[src/rtl/fir_coeff_load_sequencer.sv]
// FIR coefficient reload sequencer: loads taps into the coefficient RAM,
// flushes the sample delay line, then re-enables accumulation.
module fir_coeff_load_sequencer #(
   parameter int NUM_TAPS = 33,
   parameter int DATA_W   = 16,
   parameter int ADDR_W   = 6
) (
   input  logic              iClk_12M,
   input  logic              iRsn,
   input  logic              iCoeffiUpdateFlag,
   input  logic              iCoeffValid,
   input  logic [DATA_W-1:0] iCoeffData,
   output logic              oCoeffReady,
   output logic              oCsnRam,
   output logic              oWrnRam,
   output logic [ADDR_W-1:0] oAddrRam,
   output logic [DATA_W-1:0] oWrDtRam,
   output logic              oEnDelay,
   output logic              oEnAcc,
   output logic              oBusy,
   output logic              oUpdateDone
);

   typedef enum logic [1:0] {
      IDLE,
      LOAD,
      FLUSH,
      RUN
   } stateT;

   localparam logic [ADDR_W-1:0] LAST = ADDR_W'(NUM_TAPS - 1);

   stateT             state;
   stateT             stateNxt;
   logic [ADDR_W-1:0] tapCnt;
   logic [ADDR_W-1:0] tapCntNxt;
   logic [ADDR_W-1:0] flushCnt;
   logic [ADDR_W-1:0] flushCntNxt;
   logic              flagD;
   logic              rise;
   logic              accept;
   logic              lastTap;
   logic              lastFlush;
   logic              doneNxt;

   assign rise      = iCoeffiUpdateFlag & ~flagD;
   assign accept    = iCoeffValid & (state == LOAD);
   assign lastTap   = (tapCnt == LAST);
   assign lastFlush = (flushCnt == LAST);

   // State, counters, flag history and the registered done pulse
   always_ff @(posedge iClk_12M or negedge iRsn) begin
      if (!iRsn) begin
         state       <= IDLE;
         tapCnt      <= '0;
         flushCnt    <= '0;
         flagD       <= 1'b0;
         oUpdateDone <= 1'b0;
      end else begin
         state       <= stateNxt;
         tapCnt      <= tapCntNxt;
         flushCnt    <= flushCntNxt;
         flagD       <= iCoeffiUpdateFlag;
         oUpdateDone <= doneNxt;
      end
   end

   // Next-state and counter update; last accept beats an abort
   always_comb begin
      stateNxt    = state;
      tapCntNxt   = tapCnt;
      flushCntNxt = flushCnt;
      doneNxt     = 1'b0;
      unique case (state)
         IDLE: begin
            if (rise) begin
               stateNxt  = LOAD;
               tapCntNxt = '0;
            end
         end
         LOAD: begin
            if (accept && lastTap) begin
               stateNxt    = FLUSH;
               tapCntNxt   = '0;
               flushCntNxt = '0;
            end else if (!iCoeffiUpdateFlag) begin
               stateNxt  = IDLE;
               tapCntNxt = '0;
            end else if (accept) begin
               tapCntNxt = tapCnt + 1'b1;
            end
         end
         FLUSH: begin
            if (rise) begin
               stateNxt    = LOAD;
               tapCntNxt   = '0;
               flushCntNxt = '0;
            end else if (lastFlush) begin
               stateNxt    = RUN;
               flushCntNxt = '0;
               doneNxt     = 1'b1;
            end else begin
               flushCntNxt = flushCnt + 1'b1;
            end
         end
         RUN: begin
            if (rise) begin
               stateNxt  = LOAD;
               tapCntNxt = '0;
            end
         end
         default: begin
            stateNxt = IDLE;
         end
      endcase
   end

   // Registered RAM write port, one cycle behind each accept
   always_ff @(posedge iClk_12M or negedge iRsn) begin
      if (!iRsn) begin
         oCsnRam  <= 1'b1;
         oWrnRam  <= 1'b1;
         oAddrRam <= '0;
         oWrDtRam <= '0;
      end else if (accept) begin
         oCsnRam  <= 1'b0;
         oWrnRam  <= 1'b0;
         oAddrRam <= tapCnt;
         oWrDtRam <= iCoeffData;
      end else begin
         oCsnRam  <= 1'b1;
         oWrnRam  <= 1'b1;
      end
   end

   assign oCoeffReady = (state == LOAD);
   assign oEnDelay    = (state == FLUSH) | (state == RUN);
   assign oEnAcc      = (state == RUN);
   assign oBusy       = (state == LOAD) | (state == FLUSH);

endmodule
[config.mk]
export PLATFORM = sky130hd
export DESIGN_NAME = fir_coeff_load_sequencer
export DESIGN_NICKNAME = d
export VERILOG_FILES = /design/src/rtl/fir_coeff_load_sequencer.sv
export SDC_FILE = /design/constraint.sdc
export NUM_CORES = 1
export LEC_CHECK = 0
export ABC_CLOCK_PERIOD_IN_PS = 2100
export CAP_MARGIN = 20
export CORE_ASPECT_RATIO = 1.75
export CORE_MARGIN = 2
export CORE_UTILIZATION = 38
export CTS_BUF_LIST = sky130_fd_sc_hd__clkbuf_2 sky130_fd_sc_hd__clkbuf_4 sky130_fd_sc_hd__clkbuf_8
export DETAILED_ROUTE_END_ITERATION = 8
export PLACE_DENSITY = 0.72
export RECOVER_POWER = 25
export SETUP_SLACK_MARGIN = 0.3
export SLEW_MARGIN = 0
export SYNTH_ARGS = -nofsm -noshare
export SYNTH_HDL_FRONTEND = slang
export SYNTH_SLANG_ARGS = --single-unit
[constraint.sdc]
create_clock -name iClk_12M -period 2.1 [get_ports iClk_12M]
set_clock_uncertainty 0.2 [all_clocks]
set_input_delay 0.42 -clock iClk_12M [delete_from_list [all_inputs] [get_ports iClk_12M]]
set_output_delay 0.42 -clock iClk_12M [all_outputs]
set_load 0.03 [all_outputs]
Yosys cells after proc, flatten, opt, wreduce, memory -nomap -nowiden

Index checks and enable logic that the tools add are counted.

$add $sub $neg: 2
Equal/unequal tests: 11
Multiplexer cells: 19
Bitwise logic cells: 5
Reductions and logical operators: 8

Operators with widths:

| operator              | count |
|---|---|
| $mux W6               | 7 |
| $pmux W6 S2           | 2 |
| $add A6 B1 Y6 const B | 2 |
| $eq A6 B6 Y1 const B  | 2 |
| $mux W2               | 5 |
| $ne A2 B1 Y1 const B  | 3 |
| $pmux W2 S3           | 1 |
| $eq A2 B2 Y1 const B  | 2 |
| $mux W1               | 4 |
| $ne A4 B2 Y1 const B  | 1 |
| $reduce_and A2 Y1     | 2 |
| $ne A3 B2 Y1 const B  | 1 |
| $ne A3 B3 Y1 const B  | 1 |
| $reduce_and A3 Y1     | 1 |
| $reduce_or A3 Y1      | 1 |
| $and A1 B1 Y1         | 2 |
| $eq A2 B1 Y1 const B  | 1 |
| $logic_not A2 Y1      | 1 |
| $or A1 B1 Y1          | 2 |
| $reduce_bool A2 Y1    | 1 |
| $reduce_or A2 Y1      | 1 |
| $logic_and A1 B1 Y1   | 1 |
| $not A1 Y1            | 1 |

Flip-flop bits (word level): 39
Input bits: 20
Output and inout port bits: 29
Word-level logic and storage cells: 53

Longest topological paths before layout

Gate-level depths: netlist of run 1.

Depth in word-level cells: 6
Depth in mapped cells: 8

Worst setup path before layout of run 1

OpenSTA, ideal clock, no wires.

Kind: reg-to-reg
From: reg state[1]
To: reg flushCnt[5]
Library setup time: 0.087 ns
Arrival: 1.942 ns
Data required time: 1.813 ns
Setup slack: -0.128 ns
Cell stages (with the launch flop): 8
Clock period less this slack: 2.228 ns
Path through: dfrtp_1 -> inv_1 -> ha_1 -> and2_1 -> buf_4 -> a32oi_2 -> or4_1 -> o211ai_1

Cells in the longest elaborated chain, start to end: 5
Elaborated cells on any way between the ends: 8
Classes of those cells: eq/ne (3); mux (1); bitwise (1); reduce/logical (3)

Ends and longest elaborated chain:

| what                        | line | source |
|---|---|---|
| start: declaration          | 33   | `stateT state;` |
| start signal: assignment    | 60   | `state <= stateNxt;` |
| $eq A2 B1 Y1 *              | n/a  |  |
| via oCoeffReady             | 13   | `output logic oCoeffReady,` |
| $and A1 B1 Y1               | 47   | `assign accept = iCoeffValid & (state == LOAD);` |
| $logic_and A1 B1 Y1         | 82   | `if (accept && lastTap) begin` |
| $ne A2 B1 Y1 (no line)      | n/a  |  |
| $reduce_and A2 Y1 (no line) | n/a  |  |
| end signal: assignment      | 62   | `flushCnt <= flushCntNxt;` |
| end: declaration            | 37   | `logic [ADDR_W-1:0] flushCnt;` |

The timed path passes the listed nets; every way through them passes the cells marked *.
A chain may end at the register's enable or synchronous reset.

Worst setup path after layout of run 1

From: in iCoeffiUpdateFlag
To: reg flushCnt[5]

Cells in the longest elaborated chain, start to end: 3

Ends and longest elaborated chain:

| what               | line | source |
|---|---|---|
| start: declaration | 10   | `input logic iCoeffiUpdateFlag,` |
| $and A1 B1 Y1      | 46   | `assign rise = iCoeffiUpdateFlag & ~flagD;` |
| $mux W6            | 94   | `if (rise) begin` |
| $pmux W6 S2        | 74   | `unique case (state)` |

Every way passes these cells.

==> out/results.ini, run 1 <==
[global_route]
antenna_found_initial = 0
overflow = 0
grt_pass1_wl_microns = 6658
grt_use_total = 0.1608
grt_pass1_vias = 1463
grt_start_max_net_pins = 23

[critical_path]
required_ns = 2.12
crit_chain = dlygate4sd3_1 > nor2b_1 > a211o_1 > or4_1 > o211ai_1
r2r-start = flushCnt[1]
cp_max_fo = 4
worstRegToRegCells = 7
r2r_end = flushCnt[5]
critPathKind = in2reg
start_kind = input pin
rrSetupSlack_ns = 0.14
crit_family = simple AND/OR/NAND/NOR gates
end_kind = register
critPathArrivalTime_ns = 1.98
crit_cells = 5
slowest_delay_ns = 0.55
path_buf_inv = 1
slowest_stage = dlygate4sd3_1

[route]
drtPass1Iterations = 3
route.detailed.drc = 0
drt_wl_total_microns = 4507
vias_per_cell = 5.047
ant_nets = 0
via_count = 1509
drt_iter0_drc = 26
wire_per_inst_microns = 15.07

[synthesis]
yosys_most_used_dff = dfrtp_1
synthSimpleGateAreaFrac = 0.1349
yosysTopAreaCellShare = 0.5231
synth_top_area_cell = dfrtp_1
yosysSeqAreaShare = 0.5375
synth_top_family_by_area = simple AND/OR/NAND/NOR gates
synth_nets = 189
synth_compound_area_frac = 0.1115
synth_xor_area_frac = 0
synthTopCellsByArea = dfrtp_1 (52%), mux2_2 (11%), ha_1 (5.5%), nand2_1 (3.7%), inv_1 (3.1%)
syn_inst = 161
synth_seq_cells = 39
synth.distinct_cells = 36
post_synth.cell_area_avg_sq_um = 11.29
synth_edf_count = 0
syn-cell-area_sq_um = 1818
synth_mux_area_frac = 0.1170
synth_fa_ha_area_frac = 0.05506
ys_warn_count = 0
synthArstFlopShare = 1.000

[cts]
cts_tree = yes
cts_num_sinks = 39
cts_buffer_depth = 2
clock_latency_ns = 0.29
path_clk_slew_ns = 0.08
htree_levels = 2
cts_buffers = 5
clockRootBuffer = clkbuf_8

[floorplanning]
die-height_microns = 95.50
coreArea_sq_um = 4666
die-area_sq_um = 5375
die_w_microns = 56.29
num_io_pins = 49
row_count = 33
start_util = 0.3896

[sta]
maxSlewViolCount = 0
rsz0062_at_grt = yes
worst_slew_pin_slew_ns = 0.5716
fmax_ghz = 0.5109
holdWs_ns = 0.2739
fin_crit_ns = 1.957
relSlewSlack = 0.6189
hold_viol = 0
setup_viol = 0
period_share = 0.9321

[worst_hold_path]
hp-class = reg2reg
hold_start = oAddrRam[5]
whs_endpoint = oAddrRam[5]
worstHoldPathCells = 2

[finish]
n_antenna_cell = 0
final_area_sq_um = 2894
drive_above_1_share = 0.3684
final.fill_count = 404
stdcell_count = 299
layout_commonest_cell = dfrtp_1
fin_nets = 274
syn2layout_area_growth_pct = 59.19
layout_common_cells = dfrtp_1 (37), dlygate4sd2_1 (23), buf_4 (22), nand2_1 (17), clkdlybuf4s50_1 (17)

[power]
vdd_drop_max_v = 0.0008030
leakagePower_uw = 0.001346
power_density_nw_per_um2 = 1181
p_total_uw = 3419

[placement]
placed_area_sq_um = 2521
gp_congestion = 0.7409
portBuffers = 48
dp_cells = 275
dpl.hpwl_microns = 2966

[outcome]
outcome = completed

[flow_run]
drv_cap = 0

==> synth_stat cells, types with 2 or more instances <==
cell type,n
and3_1,2
and2_1,2
nand4_1,2
ha_1,8
nand2b_1,2
o22ai_1,4
o21bai_1,2
a21oi_1,4
a22o_1,3
inv_1,15
nor2_1,4
mux2_2,17
or2_2,2
nand2_1,18
o21ai_0,9
nor2b_1,3
dfrtp_1,38
buf_4,2
nand3_1,6
o21ai_1,2
==> worst register-to-register path, cell delays in order, from the launching register on <==
cell	delay, ns
dfrtp_1	0.36
inv_1	0.05
ha_2	0.16
nor4bb_1	0.13
buf_4	0.15
a211o_1	0.29
or4_1	0.47
o211ai_1	0.09
==> cell type report <==
cell class                 count  area [sq um]  share of cell area
sequential                    39         978.4              0.3381
clock inverter                 3         15.01            0.005188
inverter                      15         71.32             0.02464
multi-input combinational    103         920.9              0.3182
tap                           52         65.06             0.02248
timing repair buffer          82         774.5              0.2676
clock buffer                   5         68.82             0.02378
==> kinds of logic (layout without fill, tap and decap cells) <==
group,Yosys count,count (layout)
adders and majority gates,8,8
and+or+nand+nor,46,46
buffers and inverters,19,105
muxes,19,19
DFF,39,39
AOI/OAI and AO/OA,30,30
==> registers in the layout, summed over array words and instances (netlist names) <==
signal       count
tapCnt           6
oUpdateDone      1
oWrnRam          1
oWrDtRam        16
oAddrRam         6
flagD            1
state            2
flushCnt         6
==> worst max-delay path by stage <==
stage / start / to / slack (ns)
5_1_grt: flushCnt[0] / flushCnt[5] / 0.08
4_1_cts: state[1] / oEnDelay / 0.12
3_5_place_dp: iCoeffiUpdateFlag / flushCnt[5] / -0.03
6_report: iCoeffiUpdateFlag / flushCnt[5] / 0.14
2_1_floorplan: state[1] / flushCnt[5] / 0.20
3_3_place_gp: iCoeffiUpdateFlag / flushCnt[5] / -0.007
==> metal layers <==
metal | vias to the layer above | share of wire | track usage
li1 | 727 | - | -
met1 | 743 | 0.36 | 0.1508
met2 | 33 | 0.59 | 0.3294
met3 | 6 | 0.032 | 0.03392
met4 | 0 | 0.014 | 0.05952
met5 | - | 0 | 0
==> what timing repair did <==
| action | CTS | global route |
|---|---|---|
| cloned | 0 | 3 |
| pin swaps | 3 | 1 |
| buffers inserted | 6 | 6 |
| gates resized for setup | 65 | 35 |
| endpoints found under the hold margin | 19 | 0 |
| hold buffers | 1 | 0 |
| setup endpoints to repair | 43 | 40 |
==> power by group <==
group	internal, uW	switching, uW	total [uW]	leakage (uW)
combinational	892	958	1850	0.000803
sequential	963	107	1070	0.000496
clock	228	270	498	0.0000477
==> per-stage QoR <==
stage	utilization	TNS (ns)	worst slack (ns)
after global placement	0.5404	-0.01156	-0.007159
final	0.6203	0	0.1426
after floorplan	-	0	0.2049
after detailed placement	0.5404	-0.05798	-0.03441
after CTS	0.5766	0	0.1248
after global routing	0.6203	0	0.07661
Power figures use the tool's default switching activity.
==> inputs of run 2 (changes only) <==
CELL_PAD_IN_SITES_DETAIL_PLACEMENT = 0   (was default)
CELL_PAD_IN_SITES_GLOBAL_PLACEMENT = 1   (was default)
PLACE_DENSITY = default   (was 0.72)
PLACE_DENSITY_LB_ADDON = 0.1   (was default)
==> out/results.ini, run 2 (same netlist as run 1, synthesis figures left out) <==
[critical_path]
r2r_end = flushCnt[5]  ; unchanged
cp_max_fo = 2  ; was 4
start_kind = register  ; was input pin
end_kind = primary output  ; was register
required_ns = 1.48  ; was 2.12 ns
r2r-start = state[1]  ; was flushCnt[1]
critPathArrivalTime_ns = 1.43  ; was 1.98 ns
rrSetupSlack_ns = 0.10  ; was 0.14 ns
worstRegToRegCells = 8  ; was 7
critPathKind = reg2out  ; was in2reg

[route]
route.detailed.drc = 0  ; unchanged
drtPass1Iterations = 4  ; was 3
drt-met1-wl_microns = 1464  ; was 1633 microns
ant_nets = 0  ; unchanged
via_count = 1506  ; was 1509
drt_iter0_drc = 39  ; was 26
wire_per_inst_microns = 14.83  ; was 15.07 microns
dr_wl_met3_microns = 218  ; was 145 microns
vias_per_cell = 4.970  ; was 5.047
drt_wl_total_microns = 4495  ; was 4507 microns
top_layer = met4  ; unchanged
wl_met2_microns = 2690  ; was 2663 microns

[cts]
path_clk_slew_ns = 0.07  ; was 0.08 ns
clock_latency_ns = 0.29  ; about the same
clockRootBuffer = clkbuf_8  ; unchanged
htree_levels = 2  ; unchanged
cts_buffer_depth = 2  ; unchanged
cts_num_sinks = 39  ; unchanged
cts_buffers = 5  ; unchanged
cts_tree = yes  ; unchanged

[finish]
syn2layout_area_growth_pct = 56.02  ; was 59.19%
layout_commonest_cell = dfrtp_1  ; unchanged
layout_common_cells = dfrtp_1 (38), buf_4 (26), dlygate4sd2_1 (23), nand2_1 (18), clkdlybuf4s50_1 (17)  ; was dfrtp_1 (37), dlygate4sd2_1 (23), buf_4 (22), nand2_1 (17), clkdlybuf4s50_1 (17)
fin_util = 0.6079  ; was 0.6203
largest_register_ffs = 16  ; unchanged
fin_nets = 278  ; was 274
n_antenna_cell = 0  ; unchanged
drive_above_1_share = 0.3546  ; was 0.3684
regMostFlops = oWrDtRam  ; unchanged

[floorplanning]
die_w_microns = 56.29  ; unchanged
die-area_sq_um = 5375  ; unchanged
coreArea_sq_um = 4666  ; unchanged
num_io_pins = 49  ; unchanged
die-height_microns = 95.50  ; unchanged
row_count = 33  ; unchanged
start_util = 0.3896  ; unchanged

[global_route]
antenna_found_initial = 0  ; unchanged
grt_pass1_wl_microns = 7086  ; was 6658 microns
overflow = 0  ; unchanged
grt_start_max_net_pins = 22  ; was 23
grt_use_total = 0.1739  ; was 0.1608
grt_pass1_vias = 1557  ; was 1463

[sta]
fin_crit_ns = 2.054  ; was 1.957 ns
worst_slew_pin_slew_ns = 0.5047  ; was 0.5716 ns
maxSlewViolCount = 0  ; unchanged
rsz0062_at_grt = yes  ; unchanged
relSlewSlack = 0.6635  ; was 0.6189
hold_viol = 0  ; unchanged
setup_viol = 0  ; unchanged
period_share = 0.9783  ; was 0.9321
fmax_ghz = 0.4867  ; was 0.5109 GHz

[placement]
dpl.hpwl_microns = 3265  ; was 2966 microns
portBuffers = 48  ; unchanged
gp_congestion = 0.7564  ; was 0.7409

[worst_hold_path]
worstHoldPathCells = 2  ; unchanged
hold_start = oAddrRam[3]  ; was oAddrRam[5]
hp-class = reg2reg  ; unchanged
whs_endpoint = oAddrRam[3]  ; was oAddrRam[5]

[power]
vdd_drop_max_v = 0.0007291  ; was 0.0008030 V
power_density_nw_per_um2 = 1208  ; was 1181 nW/um^2
p_total_uw = 3428  ; was 3419 uW
leakagePower_uw = 0.001313  ; was 0.001346 uW

[flow_run]
drv_cap = 0  ; unchanged

[outcome]
outcome = completed  ; unchanged

[run 2: power by group]
| group | switching [uW] | internal [uW] | total, uW |
|---|---|---|---|
| clock | 267 | 354 | 620 |
| combinational | 923 | 814 | 1740 |
| sequential | 107 | 963 | 1070 |
| total | 1300 | 2130 | 3430 |
[run 2: per-layer routing]
layer	GRT usage	up-vias
li1	-	738
met1	0.1601	722
met2	0.3539	39
met3	0.03935	7
met4	0.07143	0
met5	0	-
[run 2: layout make-up]
class                   count  area (sq um)
inverters                  15         61.31
clock buffers               5         68.82
well taps                  52         65.06
flip-flops and latches     39         977.2
multi-input cells         103         839.6
fillers                   414          1829
clock inverters             3         43.79
repair buffers             86         780.7
[run 2: critical path, stage by stage, from the launching register on]
cell and delay [ns]:
dfrtp_1 0.39, buf_4 0.15, ha_2 0.17, or2_2 0.29, buf_6 0.14
[run 2: through the flow]
stage	worst slack, ns	instances	area [sq um]	hold WS (ns)	TNS [ns]
after floorplan	0.2049	161	1863	-0.07559	0
after global placement	-0.02701	274	2501	0.1879	-0.02701
after detailed placement	-0.05724	274	2501	0.2006	-0.07208
after CTS	0.1094	291	2705	0.2866	0
after global routing	0.01266	303	2836	0.3255	0
final	0.04550	303	2836	0.2953	0
[run 2: worst max path at each step]
stage | start | to | slack [ns] | depth (start not counted)
after floorplan | state[1] | flushCnt[5] | 0.20 | 7
after global placement | iCoeffiUpdateFlag | flushCnt[5] | -0.03 | 5
after detailed placement | iCoeffiUpdateFlag | flushCnt[5] | -0.06 | 5
after CTS | state[0] | oEnDelay | 0.11 | 4
after global routing | tapCnt[0] | state[1] | 0.01 | 7
final | state[1] | oEnDelay | 0.05 | 4
[run 2: timing repair]
item,in CTS,in global routing
gates resized for setup,59,16
hold endpoints to repair,19,0
pin swaps,4,5
endpoints found under the setup margin,59,39
hold buffers,1,0
cloned,1,1
buffers inserted,7,11
==> inputs of run 3 (changes only) <==
HOLD_SLACK_MARGIN = 0.1   (was default)
==> results of run 3 <==
Final layout, timing and power as in run 2 (identical DEF).
